### src/rtl/bht_predictor.sv
// rtl/bht_predictor.sv - branch history table of saturating counters, bimodal or gshare indexed
//
// Purpose: combinational taken/not-taken prediction for the instruction in ID,
// trained by branches resolved in EX, with update/mispredict statistics.
//
// Ports:
//   clk_i             clock, rising edge
//   rst_i             asynchronous active-high reset
//   lookup_pc_i       PC of the instruction in ID
//   predict_o         predicted direction (1 = taken)
//   predict_idx_o     table index used for the prediction, carried to EX
//   update_valid_i    a branch resolved this cycle
//   update_idx_i      index returned from EX
//   update_taken_i    actual outcome
//   update_pred_i     prediction originally made for the branch
//   ghr_o             global history register
//   num_update_o      count of accepted updates (wrapping)
//   num_mispredict_o  count of updates whose outcome differed from the prediction (wrapping)

module bht_predictor #(
    parameter int ENTRIES = 16,
    parameter int CTR_W   = 2,
    parameter int INIT    = 1 << (CTR_W - 1),
    parameter int GSHARE  = 0,
    parameter int GHR_W   = 4,
    parameter int STAT_W  = 16,
    localparam int IDX_W  = $clog2(ENTRIES)
) (
    input  logic              clk_i,
    input  logic              rst_i,
    input  logic [31:0]       lookup_pc_i,
    output logic              predict_o,
    output logic [IDX_W-1:0]  predict_idx_o,
    input  logic              update_valid_i,
    input  logic [IDX_W-1:0]  update_idx_i,
    input  logic              update_taken_i,
    input  logic              update_pred_i,
    output logic [GHR_W-1:0]  ghr_o,
    output logic [STAT_W-1:0] num_update_o,
    output logic [STAT_W-1:0] num_mispredict_o
);

    localparam logic [CTR_W-1:0] INIT_CTR = CTR_W'(INIT);

    logic [CTR_W-1:0]  ctr [ENTRIES];
    logic [GHR_W-1:0]  ghr;
    logic [GHR_W-1:0]  ghr_next;
    logic [STAT_W-1:0] num_update;
    logic [STAT_W-1:0] num_mispredict;
    logic [IDX_W-1:0]  pc_idx;
    logic [IDX_W-1:0]  idx;
    logic [CTR_W-1:0]  upd_ctr;
    logic              unused_ghr_msb;
    logic              unused_pc;

    function automatic logic [CTR_W-1:0] sat_next(input logic [CTR_W-1:0] c, input logic taken);
        if (taken) begin
            return (&c) ? c : c + 1'b1;
        end else begin
            return (|c) ? c - 1'b1 : c;
        end
    endfunction

    // Word-aligned PC bits above the index and the byte offset do not select a counter.
    assign unused_pc = ^{lookup_pc_i[31:IDX_W+2], lookup_pc_i[1:0]};

    // Shift the resolved outcome into the history; the oldest bit falls off the top.
    assign {unused_ghr_msb, ghr_next} = {ghr, update_taken_i};

    always_comb begin
        pc_idx = lookup_pc_i[IDX_W+1:2];
        if (GSHARE != 0) begin
            idx = pc_idx ^ IDX_W'(ghr);
        end else begin
            idx = pc_idx;
        end
        upd_ctr = sat_next(ctr[update_idx_i], update_taken_i);
        // Write-through: a lookup hitting the counter being trained sees the trained value.
        if (update_valid_i && (update_idx_i == idx)) begin
            predict_o = upd_ctr[CTR_W-1];
        end else begin
            predict_o = ctr[idx][CTR_W-1];
        end
    end

    always_ff @(posedge clk_i or posedge rst_i) begin
        if (rst_i) begin
            for (int i = 0; i < ENTRIES; i++) begin
                ctr[i] <= INIT_CTR;
            end
            ghr            <= '0;
            num_update     <= '0;
            num_mispredict <= '0;
        end else if (update_valid_i) begin
            ctr[update_idx_i] <= upd_ctr;
            ghr               <= ghr_next;
            num_update        <= num_update + 1'b1;
            if (update_taken_i != update_pred_i) begin
                num_mispredict <= num_mispredict + 1'b1;
            end
        end
    end

    assign predict_idx_o    = idx;
    assign ghr_o            = ghr;
    assign num_update_o     = num_update;
    assign num_mispredict_o = num_mispredict;

endmodule

### config.mk
export PLATFORM = sky130hd
export DESIGN_NAME = bht_predictor
export DESIGN_NICKNAME = d
export VERILOG_FILES = /design/src/rtl/bht_predictor.sv
export SDC_FILE = /design/constraint.sdc
export NUM_CORES = 1
export LEC_CHECK = 0
export BUFFER_PORTS_ARGS = -buffer_cell sky130_fd_sc_hd__buf_2
export CELL_PAD_IN_SITES_DETAIL_PLACEMENT = 1
export CELL_PAD_IN_SITES_GLOBAL_PLACEMENT = 2
export CORE_MARGIN = 2
export CORE_UTILIZATION = 33
export CTS_BUF_LIST = sky130_fd_sc_hd__clkbuf_2
export CTS_CLUSTER_SIZE = 40
export DETAILED_ROUTE_END_ITERATION = 16
export PLACE_DENSITY_LB_ADDON = 0.3
export SLEW_MARGIN = 20
export SYNTH_ARGS = -nofsm -noshare
export SYNTH_HDL_FRONTEND = slang
export SYNTH_SLANG_ARGS = --single-unit
### constraint.sdc
create_clock -name clk_i -period 1.8 [get_ports clk_i]
set_input_delay 0.09 -clock clk_i [delete_from_list [all_inputs] [get_ports clk_i]]
set_output_delay 0.09 -clock clk_i [all_outputs]
set_load 0.01 [all_outputs]
## Word-level counts from Yosys, hierarchy flattened

Index checks and enable logic that the tools add are counted.

- Add/subtract/negate cells: 4
- $lt $le $gt $ge: 3
- Eq/ne operators: 2
- Mux-type cells: 13
- Bitwise operators: 2
- Reductions and logical operators: 5

Operator list:

| cell | number |
|---|---|
| 16-bit by 1-bit adder with 16-bit output (second input constant) | 2 |
| 32-bit bitwise mux | 1 |
| 2-bit binary-select mux with 4-bit select | 2 |
| 2-bit 2-to-1 mux | 8 |
| 5-bit >= comparator (second input constant) | 2 |
| 4-bit inverter with 5-bit output | 2 |
| 2-bit demux with 4-bit select | 1 |
| 5-bit by 1-bit less-than comparator with 1-bit output (second input constant) | 1 |
| 4-bit equality test | 1 |
| 2-bit AND reduction | 2 |
| 2-bit by 1-bit adder with 2-bit output (second input constant) | 1 |
| 1-bit logical AND | 2 |
| 2-bit OR reduction | 1 |
| 2-bit by 1-bit subtractor with 2-bit output (second input constant) | 1 |
| 1-bit 2-to-1 mux | 1 |
| 1-bit inequality test | 1 |

- Bits in registers: 68
- Bits of input ports: 41
- Word-level logic and storage cells: 48

## Longest topological paths before layout

Gate-level depths: netlist (run 1).

- Depth in word-level cells: 8
- Depth in mapped cells: 8

## Least setup slack after synthesis (run 1)

Ideal clock, no wire load.

- Path kind: register to output
- From: reg ctr[25] (netlist name)
- To: out predict_o
- Arrival time: 1.861 ns
- Path slack: -0.151 ns
- Cell stages (with the launch flop): 7
- Buffers on the path: 1
- Cell sequence: dfstp_2 -> mux4_2 -> a22oi_1 -> nand3_2 -> maj3_2 -> buf_6 -> mux2_2

- Word-level cells in the longest chain between the ends: 7
- Elaborated cells between the ends (all ways): 14
- Classes of those cells: 2 x add/sub; 10 x mux; 2 x reduce/logical

Ends and longest elaborated chain:

| element | line | source |
|---|---|---|
| start: declaration | 45 | `logic [CTR_W-1:0] ctr [ENTRIES];` |
| start signal: indexed assignment | 95 | `ctr[update_idx_i] <= upd_ctr;` |
| 2-bit binary-select mux with 4-bit select | 77 | `upd_ctr = sat_next(ctr[update_idx_i], update_taken_i);` |
| 2-bit 2-to-1 mux (not written as such) (2 in series) | 77 |  |
| 2-bit by 1-bit subtractor with 2-bit output (tied with other cells) | 60 | `return (\|c) ? c - 1'b1 : c;` |
| 2-bit 2-to-1 mux, on equally long branches | 60, 58 |  |
| 2-bit 2-to-1 mux | 57 | `if (taken) begin` |
| 1-bit 2-to-1 mux * | 79 | `if (update_valid_i && (update_idx_i == idx)) begin` |
| end: declaration | 32 | `output logic predict_o,` |

Mark *: on every way between the ends. The rest lies on a longest branch, timed or not. The select of a mux whose other input is x is not followed.

## Worst setup path in the final report (run 1)

Same ends and word-level chain as after synthesis.

==> summary.txt, run 1 <==
CTS
  • CTS tree: built
  • Clock root buffer: clkbuf_2
  • Clock buffer depth: 2
  • CTS clock-pin slew for the worst setup and hold paths: about 220 ps
  • Sink Count: 68
  • H-tree depth: 3
  • Num CTS Buffers: 9
  • Clock Latency Late Sink: ~520 ps

Synth
  • Ys Warns: 0
  • Area share of the largest cell type after synthesis: 38.73%
  • Syn nets: slightly above 300
  • Post-synthesis sequential area ratio: a little over 50%
  • Leading area contributor after synthesis: dfrtp_1
  • Syn Inst Count: between 200 and 300
  • Synth cell types: 29
  • Top cells by area, synth: dfrtp_1 39%, mux2_2 13%, dfstp_2 13%, mux4_2 8.7%, xnor2_1 6.3%
  • Syn Area/Cell: about 13 um^2
  • Post-synth ARST share: 100.0%
  • Cell Area, Synth: roughly 3400 um^2
  • Post-synth EDFFs: 0
  • Synth Register Bits: a little under 70
  • Synth Flop Type: dfrtp_1

Worst setup path
  • CP Class: reg2out
  • R2r endpoint: ctr[4]$_DFFE_PP0P_
  • Crit start category: register
  • Worst Path Arrival: roughly 2500 ps
  • R2r setup slk: -500 ps
  • Worst r2r src: ctr[25]$_DFFE_PP1P_
  • Crit path capture type: output port
  • CP max FO: 3
  • Worst EP required: roughly 1700 ps
  • R2R depth: 7

Placement
  • # port buffers: 53
  • Final GP Congestion: between 0.7 and 0.8
  • Post-detail-place hpwl: 5679 um
  • DP Area: about 3900 um^2

Layout
  • # nets final: 390
  • Final instance area: 4272 um^2
  • Diode count: 0
  • Layout cells sized above 1: between 50% and 60%
  • Area grow syn2layout: 27.15%

Floorplanning
  • Die Y-Extent: between 100 and 150 um
  • Core Area: a little under 10,000 um^2
  • Rows: 36
  • Die ar.: roughly 11,000 um^2
  • Die span in x: 104.9 um
  • I/O Pins: 82
  • Initial core utilization: roughly a third

Global route
  • Vias in the first global route: 2,518
  • Total track usage: between 10% and 20%
  • Final global-route overflow total: 0
  • Global-route wire length before repair: 13,470 um
  • Pin count of the biggest net entering global routing: slightly below 70
  • Initial antenna violation count: 0

Routing
  • Final WL: about 8400 um
  • Iter 0 DRT Violations: 96
  • Vias/cell: just under 5
  • Final ANT Viol Nets: 0
  • Drt wl/cell: 17.29 um
  • Vias: between 2,000 and 2,500
  • Detailed Routing Iterations Pass 1: 4
  • DRC Markers: 0

Timing
  • Final period util: 143.0%
  • RSZ-0062 raised after global routing: true
  • Setup TNS: -14,650 ps
  • Final min period: around 2600 ps
  • Worst hold margin: ~49 ps
  • Final WS setup: -773.9 ps
  • Fmax: 388.5 MHz
  • # setup viols final: 33
  • Max Transition Viols Final: 0
  • Hold Vio Cnt, Final: 0
  • Worst Tran Pin Value: 377.3 ps
  • Skew final: between 20 and 30 ps
  • Slew margin rel.: approximately three quarters

Run status
  • Failing checks: negative setup slack
  • Status: finished, violations left

Power and ir drop
  • Pwr Total: slightly above 5 mW
  • Pwr/cell area: about 1200 nW/um^2
  • Worst-case vdd ir drop: just over 0.0004 V
  • Leakage: slightly below 2 nW

Worst hold path
  • Hold path endpoint: num_mispredict_o[7]$_DFFE_PP0P_
  • Min-Delay Path Class: in2reg
  • Hold-critical path depth: 6
  • HP Start: update_pred_i

Job
  • Max-cap violations: 0
## layout make-up
cell class,count,area [um^2]
Fill cell,1092,5548
Tap cell,133,166.4
Clock inverter,7,113.9
Timing Repair Buffer,86,583.1
Clock buffer,9,45.04
Multi-Input combinational cell,178,1627
Sequential cell,68,1722
Inverter,4,15.01
## worst max path at each step
stage / cells after the start / endpoint / slack (ps) / start
floorplan: 6 / predict_o / -130 / ctr[25]$_DFFE_PP1P_
global placement: 6 / ctr[4]$_DFFE_PP0P_ / -320 / update_idx_i[0]
detailed placement: 6 / ctr[4]$_DFFE_PP0P_ / -380 / update_idx_i[0]
CTS: 6 / predict_o / -810 / ctr[25]$_DFFE_PP1P_
global route: 6 / predict_o / -880 / ctr[25]$_DFFE_PP1P_
finish: 6 / predict_o / -770 / ctr[25]$_DFFE_PP1P_
## state kept, by name, summed over array words and instances, names as in the netlist
signal            count
ctr                  32
ghr_o                 4
num_mispredict_o     16
num_update_o         16
## where the power goes
part	switching (mW)	internal (mW)	leakage [nW]
clock network	0.577	0.594	0.0876
registers	0.309	1.97	0.831
logic	0.703	0.981	1.02
total	1.59	3.55	1.94
## cell usage after synthesis, drive strengths merged (3+ instances only)
library cell / number
and3: 6
buf: 11
clkbuf: 3
dfrtp: 52
dfstp: 16
inv: 4
mux2: 39
mux4: 13
nand2: 21
nand2b: 5
nand3: 11
nand3b: 3
nand4: 10
nor2: 19
nor3: 4
xnor2: 24
xor2: 11
## critical path: stages (launching register included)
cell,delay [ps]
dfstp_2,430
mux4_2,500
a22oi_2,220
nand3_2,110
maj3_2,320
mux2_4,280
buf_6,120
## layer usage
metal  part of all wire (%)  wire, um  track usage, %  vias to the layer above
met4                    1.2       102           4.571                        0
met1                     45      3771           20.80                     1211
met3                    3.8       322           4.117                       11
met5                      0         0               0                        -
met2                     50      4189           25.79                       50
li1                       -         -               -                     1097
## kinds of logic (layout without fill, tap and decap cells)
group	count (synthesis)	in the layout	share of synthesized area [%]
AND/OR/NAND/NOR	85	85	12.78
flip-flops	68	68	51.25
multiplexers	52	52	21.79
XOR/XNOR	35	35	9.125
buffers and inverters	18	106	3.426
adder cells (fa/ha/maj)	4	5	1.415
AO/OA/AOI/OAI	1	1	0.2235
## layout by cell type, fill, tap and decap left out, types with 2 or more instances in the layout
| cell type | count |
|---|---|
| dfrtp_1 | 52 |
| buf_2 | 52 |
| mux2_2 | 27 |
| buf_4 | 25 |
| xnor2_1 | 24 |
| nand2_1 | 21 |
| nor2_1 | 16 |
| dfstp_2 | 16 |
| mux4_2 | 13 |
| mux2_4 | 12 |
| xor2_1 | 11 |
| nand4_1 | 10 |
| nand3_1 | 9 |
| clkbuf_2 | 9 |
| and3_1 | 5 |
| nand2b_1 | 5 |
| nor3_1 | 4 |
| inv_1 | 3 |
| nand3b_1 | 3 |
| bufinv_16 | 3 |
| dlygate4sd3_1 | 3 |
| nor2_4 | 2 |
| nor2b_1 | 2 |
| nand3_2 | 2 |
| maj3_4 | 2 |
| clkinv_1 | 2 |
| buf_6 | 2 |
| buf_12 | 2 |
## stage by stage
step	worst slack [ps]	std cells	util, %
6_report	-773.9	485	43.50
5_1_grt	-879.6	485	43.50
4_1_cts	-805.5	480	42.52
3_5_place_dp	-381.2	458	40.06
3_3_place_gp	-318.4	458	40.06
2_1_floorplan	-131.1	263	-
## timing repair
| action | in CTS | in global routing |
|---|---|---|
| endpoints found under the setup margin | 33 | 38 |
| pin swaps | 3 | 5 |
| gates resized for setup | 4 | 17 |
| hold endpoints to repair | 77 | 0 |
| setup buffers | 3 | 5 |
| hold buffers | 3 | 0 |
| gates cloned | 1 | 1 |
(Power assumes the default switching activity.)
==> run 2: changes to the inputs <==
- PLACE_DENSITY_LB_ADDON: 0.3 -> 0.1
==> summary.txt, run 2 (same netlist as run 1, synthesis figures left out) <==
Routing
  • Final ANT Viol Nets: 0 (unchanged)
  • DRC Markers: 0 (unchanged)
  • Vias: 2,339 (-1.3%)
  • Drt wl/cell: 17.28 um (about the same)
  • Detailed Routing Iterations Pass 1: 4 (unchanged)
  • Vias/cell: 4.853 (-0.65%)
  • Iter 0 DRT Violations: 109 (+14%)
  • Final WL: 8328 um (-0.68%)

Floorplanning
  • I/O Pins: 82 (unchanged)
  • Initial core utilization: 34.21% (unchanged)
  • Core Area: 9819 um^2 (unchanged)
  • Die Y-Extent: 104.9 um (unchanged)
  • Rows: 36 (unchanged)
  • Die span in x: 104.9 um (unchanged)
  • Die ar.: 11,000 um^2 (unchanged)

Global route
  • Pin count of the biggest net entering global routing: 69 (unchanged)
  • Met1 usage: 21.93% (+1.1 points)
  • Initial antenna violation count: 0 (unchanged)
  • Global-route wire length before repair: 13,700 um (+1.7%)
  • Met2 usage: 25.42% (-0.37 points)
  • Final global-route overflow total: 0 (unchanged)
  • Global Route met3 Usage: 2.994% (-1.1 points)
  • Busiest grt layer: met2
  • Vias in the first global route: 2,503 (-0.60%)
  • Total track usage: 16.22% (+0.39 points)

Job
  • Max-cap violations: 0 (unchanged)

CTS
  • CTS clock-pin slew for the worst setup and hold paths: 200 ps (-20 ps)
  • Clock Latency Late Sink: 520 ps (about the same)
  • Num CTS Buffers: 9 (unchanged)
  • CTS tree: built
  • Sink Count: 68 (unchanged)
  • Clock buffer depth: 2 (unchanged)
  • H-tree depth: 3 (unchanged)
  • Clock root buffer: clkbuf_2

Timing
  • Fmax: 393.5 MHz (+1.3%)
  • Slew margin rel.: 71.80% (-3.0 points)
  • Final WS setup: -741.6 ps (+32.29 ps)
  • Hold Vio Cnt, Final: 0 (unchanged)
  • Max Transition Viols Final: 0 (unchanged)
  • Setup TNS: -16,490 ps (-1841 ps)
  • Final min period: 2542 ps (-32.29 ps)
  • # setup viols final: 33 (unchanged)
  • Final period util: 141.2% (-1.8 points)
  • RSZ-0062 raised after global routing: true
  • Skew final: 45.88 ps (+15.92 ps)
  • Worst Tran Pin Value: 423.1 ps (+45.73 ps)

Layout
  • Fill cells: 1,113 (+1.9%)
  • Fin cells: 482 (-0.62%)
  • Final instance area: 4199 um^2 (-1.7%)
  • Max reg flops: 32 (unchanged)
  • Area grow syn2layout: 24.99%
  • Layout cells sized above 1: 49.57% (-1.3 points)
  • # nets final: 388 (-0.51%)
  • Diode count: 0 (unchanged)
  • Top reg by flops: ctr
  • Most frequent cells in the layout: 52 x dfrtp_1, 52 x buf_2, 24 x xnor2_1, 24 x mux2_4

Worst setup path
  • Crit start category: register
  • CP Class: reg2out
  • CP max FO: 2 (-1)
  • Crit path capture type: output port
  • Worst Path Arrival: 2450 ps (-30 ps)
  • Worst EP required: 1710 ps (about the same)

Run status
  • Failing checks: negative setup slack
  • Status: finished, violations left

Placement
  • DP Area: 3879 um^2 (-1.4%)
  • Post-detail-place hpwl: 5884 um (+3.6%)
  • # port buffers: 53 (unchanged)
  • Placed instance count: 454 (-0.87%)
  • Final GP Congestion: 0.7596 (-2.4%)

Power and ir drop
  • Worst-case vdd ir drop: 0.0005447 V (+31%)
  • Leakage: 1.935 nW (-0.10%)
  • Pwr/cell area: 1144 nW/um^2 (-4.9%)

Worst hold path
  • Min-Delay Path Class: in2reg
==> run 2: cell count changes in the layout (fill, tap and decap cells not counted), sizes merged <==
cell,previous run,this run
clkbuf,9,12
buf,83,81
bufinv,3,1
clkinvlp,1,0
inv,5,4
==> run 2: through the flow <==
stage          hold WS, ps  power [mW]  worst slack [ps]  utilization, %
4_1_cts              16.43       4.752            -779.8           42.00
6_report             39.78       4.803            -741.6           42.76
3_3_place_gp         203.1       3.654            -370.5           39.50
2_1_floorplan        241.7       3.141            -131.1               -
5_1_grt              20.54       5.108            -790.4           42.76
3_5_place_dp         200.8       3.700            -407.2           39.50
==> run 2: cell type report <==
type	instances	area, um^2	area share (%)
Timing Repair Buffer	84	550.5	13.11
Sequential cell	68	1722	41.00
Clock buffer	12	60.06	1.430
Clock inverter	3	38.79	0.9237
Inverter	4	15.01	0.3576
Tap cell	133	166.4	3.963
Multi-Input combinational cell	178	1647	39.21
==> run 2: worst max-delay path: stages, from the launching register on <==
cell	delay [ps]
dfstp_2	420
buf_4	130
mux4_2	490
mux4_2	480
mux2_4	290
buf_6	120
==> run 2: per-layer routing <==
metal | part of all wire (%) | vias to the layer above
met5 | 0 | -
met4 | 1.9 | 0
met3 | 3.2 | 13
met2 | 49 | 47
met1 | 46 | 1200
li1 | - | 1079
==> run 2: what timing repair did <==
item                       CTS  global route
gates cloned                 1             0
pin swaps                    5             4
resized for setup           16            14
hold buffers                 3             0
buffers inserted             6             3
hold endpoints to repair    73             0
setup endpoints to repair   33            36
==> run 2: final timing paths <==
path                                              start  slack (ps)                          endpoint  cells after the start
max                                 ctr[27]$_DFFE_PP1P_        -740                         predict_o                      5
max reg2reg                         ctr[31]$_DFFE_PP1P_        -540               ctr[18]$_DFFE_PP0P_                      8
min                                       update_pred_i          40   num_mispredict_o[6]$_DFFE_PP0P_                      4
min reg2reg                num_update_o[15]$_DFFE_PP0P_         480      num_update_o[15]$_DFFE_PP0P_                      1
min in group asynchronous                         rst_i         150  num_mispredict_o[15]$_DFFE_PP0P_                      4
max in group asynchronous                         rst_i        1300               ctr[18]$_DFFE_PP0P_                      4
==> run 2: power by group <==
part           switching (mW)  internal [mW]  leakage, nW
Combinational           0.676          0.989         1.03
Clock                   0.543          0.325       0.0695
Sequential              0.296           1.97        0.831
Total                    1.52           3.29         1.93
==> run 3: changes to the inputs <==
- GPL_ROUTABILITY_DRIVEN: not set -> 0
- RECOVER_POWER: not set -> 50
==> summary.txt, run 3 (same netlist as run 1, synthesis figures left out) <==
Run status
  • Status: finished, violations left
  • Failing checks: max-capacitance violations, max-slew violations, negative setup slack

Power and ir drop
  • Pwr/cell area: 1149 nW/um^2 (+0.41%)
  • Worst-case vdd ir drop: 0.0005449 V (about the same)
  • Leakage: 1.919 nW (-0.78%)

Global route
  • Global-route wire length before repair: 13,700 um (unchanged)
  • Final global-route overflow total: 0 (unchanged)
  • Pin count of the biggest net entering global routing: 69 (unchanged)
  • Vias in the first global route: 2,503 (unchanged)
  • Initial antenna violation count: 0 (unchanged)
  • Total track usage: 16.22% (unchanged)

Worst hold path
  • Min-Delay Path Class: in2reg
  • HP Start: update_pred_i
  • Hold path endpoint: num_mispredict_o[6]$_DFFE_PP0P_
  • Hold-critical path depth: 4 (unchanged)

Floorplanning
  • I/O Pins: 82 (unchanged)
  • Rows: 36 (unchanged)
  • Core Area: 9819 um^2 (unchanged)
  • Die span in x: 104.9 um (unchanged)
  • Die ar.: 11,000 um^2 (unchanged)
  • Initial core utilization: 34.21% (unchanged)
  • Die Y-Extent: 104.9 um (unchanged)

Routing
  • Drt wl/cell: 17.26 um (-0.11%)
  • Vias/cell: 4.844 (-0.17%)
  • Iter 0 DRT Violations: 97 (-11%)
  • Detailed Routing Iterations Pass 1: 4 (unchanged)
  • Final WL: 8319 um (-0.11%)
  • Max layer used: met4
  • Met2 WL: 4069 um (+0.15%)
  • Final ANT Viol Nets: 0 (unchanged)
  • M1 WL: 3775 um (-1.7%)
  • Met3 routed WL: 283 um (+5.6%)
  • DRC Markers: 0 (unchanged)
  • Vias: 2,335 (-0.17%)

Worst setup path
  • Worst EP required: 1710 ps (about the same)
  • R2R depth: 8 (unchanged)
  • CP max FO: 2 (unchanged)
  • Worst r2r src: ctr[31]$_DFFE_PP1P_
  • Crit path capture type: output port
  • Worst Path Arrival: 2450 ps (about the same)
  • Crit start category: register
  • CP Class: reg2out
  • R2r setup slk: -540 ps (about the same)
  • R2r endpoint: ctr[18]$_DFFE_PP0P_

Placement
  • # port buffers: 53 (unchanged)
  • Place WS: -407.2 ps (unchanged)
  • Placed instance count: 454 (unchanged)
  • Post-detail-place hpwl: 5884 um (unchanged)
  • DP Area: 3879 um^2 (unchanged)

Layout
  • Max reg flops: 32 (unchanged)
  • Top reg by flops: ctr
  • Layout cells sized above 1: 48.14% (-1.4 points)
  • # nets final: 388 (unchanged)
  • Most frequent cells in the layout: 52 x dfrtp_1, 48 x buf_2, 24 x xnor2_1, 24 x mux2_4
  • Diode count: 0 (unchanged)
  • Area grow syn2layout: 24.39%
  • Fill cells: 1,118 (+0.45%)
  • Final instance area: 4179 um^2 (-0.48%)
  • Seq. cell area: 1722 um^2 (unchanged)
  • Multi-input combinational cell area: 1647 um^2 (unchanged)
  • Fin cells: 482 (unchanged)
  • Commonest non-fill, non-tap cell in the layout: dfrtp_1

CTS
  • Num CTS Buffers: 9 (unchanged)
  • H-tree depth: 3 (unchanged)
  • Clock Latency Late Sink: 520 ps (about the same)
  • Sink Count: 68 (unchanged)
  • CTS tree: built
  • Clock root buffer: clkbuf_2
  • Clock buffer depth: 2 (unchanged)
  • CTS clock-pin slew for the worst setup and hold paths: 190 ps (about the same)

Timing
  • # setup viols final: 33 (unchanged)
  • Slew margin rel.: -12.81% (-85 points)
  • Final min period: 2544 ps (+2.535 ps)
  • Skew final: 45.70 ps (-0.1786 ps)
  • RSZ-0062 raised after global routing: true
  • Worst Tran Pin Value: 1692 ps (+1269 ps)
  • Fmax: 393.1 MHz (about the same)
  • Max Transition Viols Final: 69 (+69)
  • Final period util: 141.3% (about the same)
  • Hold Vio Cnt, Final: 0 (unchanged)
  • Final WS setup: -744.1 ps (-2.535 ps)

Job
  • Max-cap violations: 1 (+1)
[run 3: worst max-delay path by stage]
stage,from,end,slack [ps],cells after the start
2_1_floorplan,ctr[25]$_DFFE_PP1P_,predict_o,-130,6
3_3_place_gp,update_idx_i[0],ctr[4]$_DFFE_PP0P_,-370,6
3_5_place_dp,update_idx_i[0],ctr[28]$_DFFE_PP0P_,-410,6
4_1_cts,ctr[27]$_DFFE_PP1P_,predict_o,-780,6
5_1_grt,ctr[24]$_DFFE_PP0P_,predict_o,-790,6
6_report,ctr[27]$_DFFE_PP1P_,predict_o,-740,5
[run 3: through the flow]
stage	hold slack [ps]	power, mW	utilization [%]	setup TNS [ps]
floorplan	241.7	3.141	-	-2231
global placement	203.1	3.654	39.50	-11690
detailed placement	200.8	3.700	39.50	-12470
CTS	16.43	4.752	42.00	-13500
global route	20.54	5.102	42.56	-28880
finish	43.38	4.800	42.56	-16600
[run 3: repair_timing]
action                                 in CTS  in global routing
pin swaps                                   5                  4
hold buffers                                3                  0
cloned                                      1                  0
setup buffers                               6                  3
endpoints found under the hold margin      73                  0
resized for setup                          16                 14
setup endpoints to repair                  33                 36
[run 3: where the power goes]
| group | switching, mW | internal [mW] |
|---|---|---|
| registers | 0.297 | 1.97 |
| logic | 0.677 | 0.984 |
| clock network | 0.542 | 0.325 |
[run 3: final cells by class]
| cell class | instances | share of cell area [%] |
|---|---|---|
| clock buffer | 12 | 1.437 |
| clock inverter | 3 | 0.9281 |
| inverter | 4 | 0.3593 |
| multi-input combinational | 178 | 39.40 |
| sequential | 68 | 41.20 |
| tap | 133 | 3.982 |
| timing repair buffer | 84 | 12.69 |
[run 3: critical path, cell delays in order (launching register included)]
cell and delay, ps:
dfstp_2 420, buf_4 130, mux4_2 490, mux4_2 480, mux2_4 290, buf_6 120
[run 3: routing by layer]
layer | vias up | track usage, %
met4 | 0 | 7.143
met2 | 48 | 25.42
li1 | 1081 | -
met3 | 17 | 2.994
met5 | - | 0
met1 | 1189 | 21.93
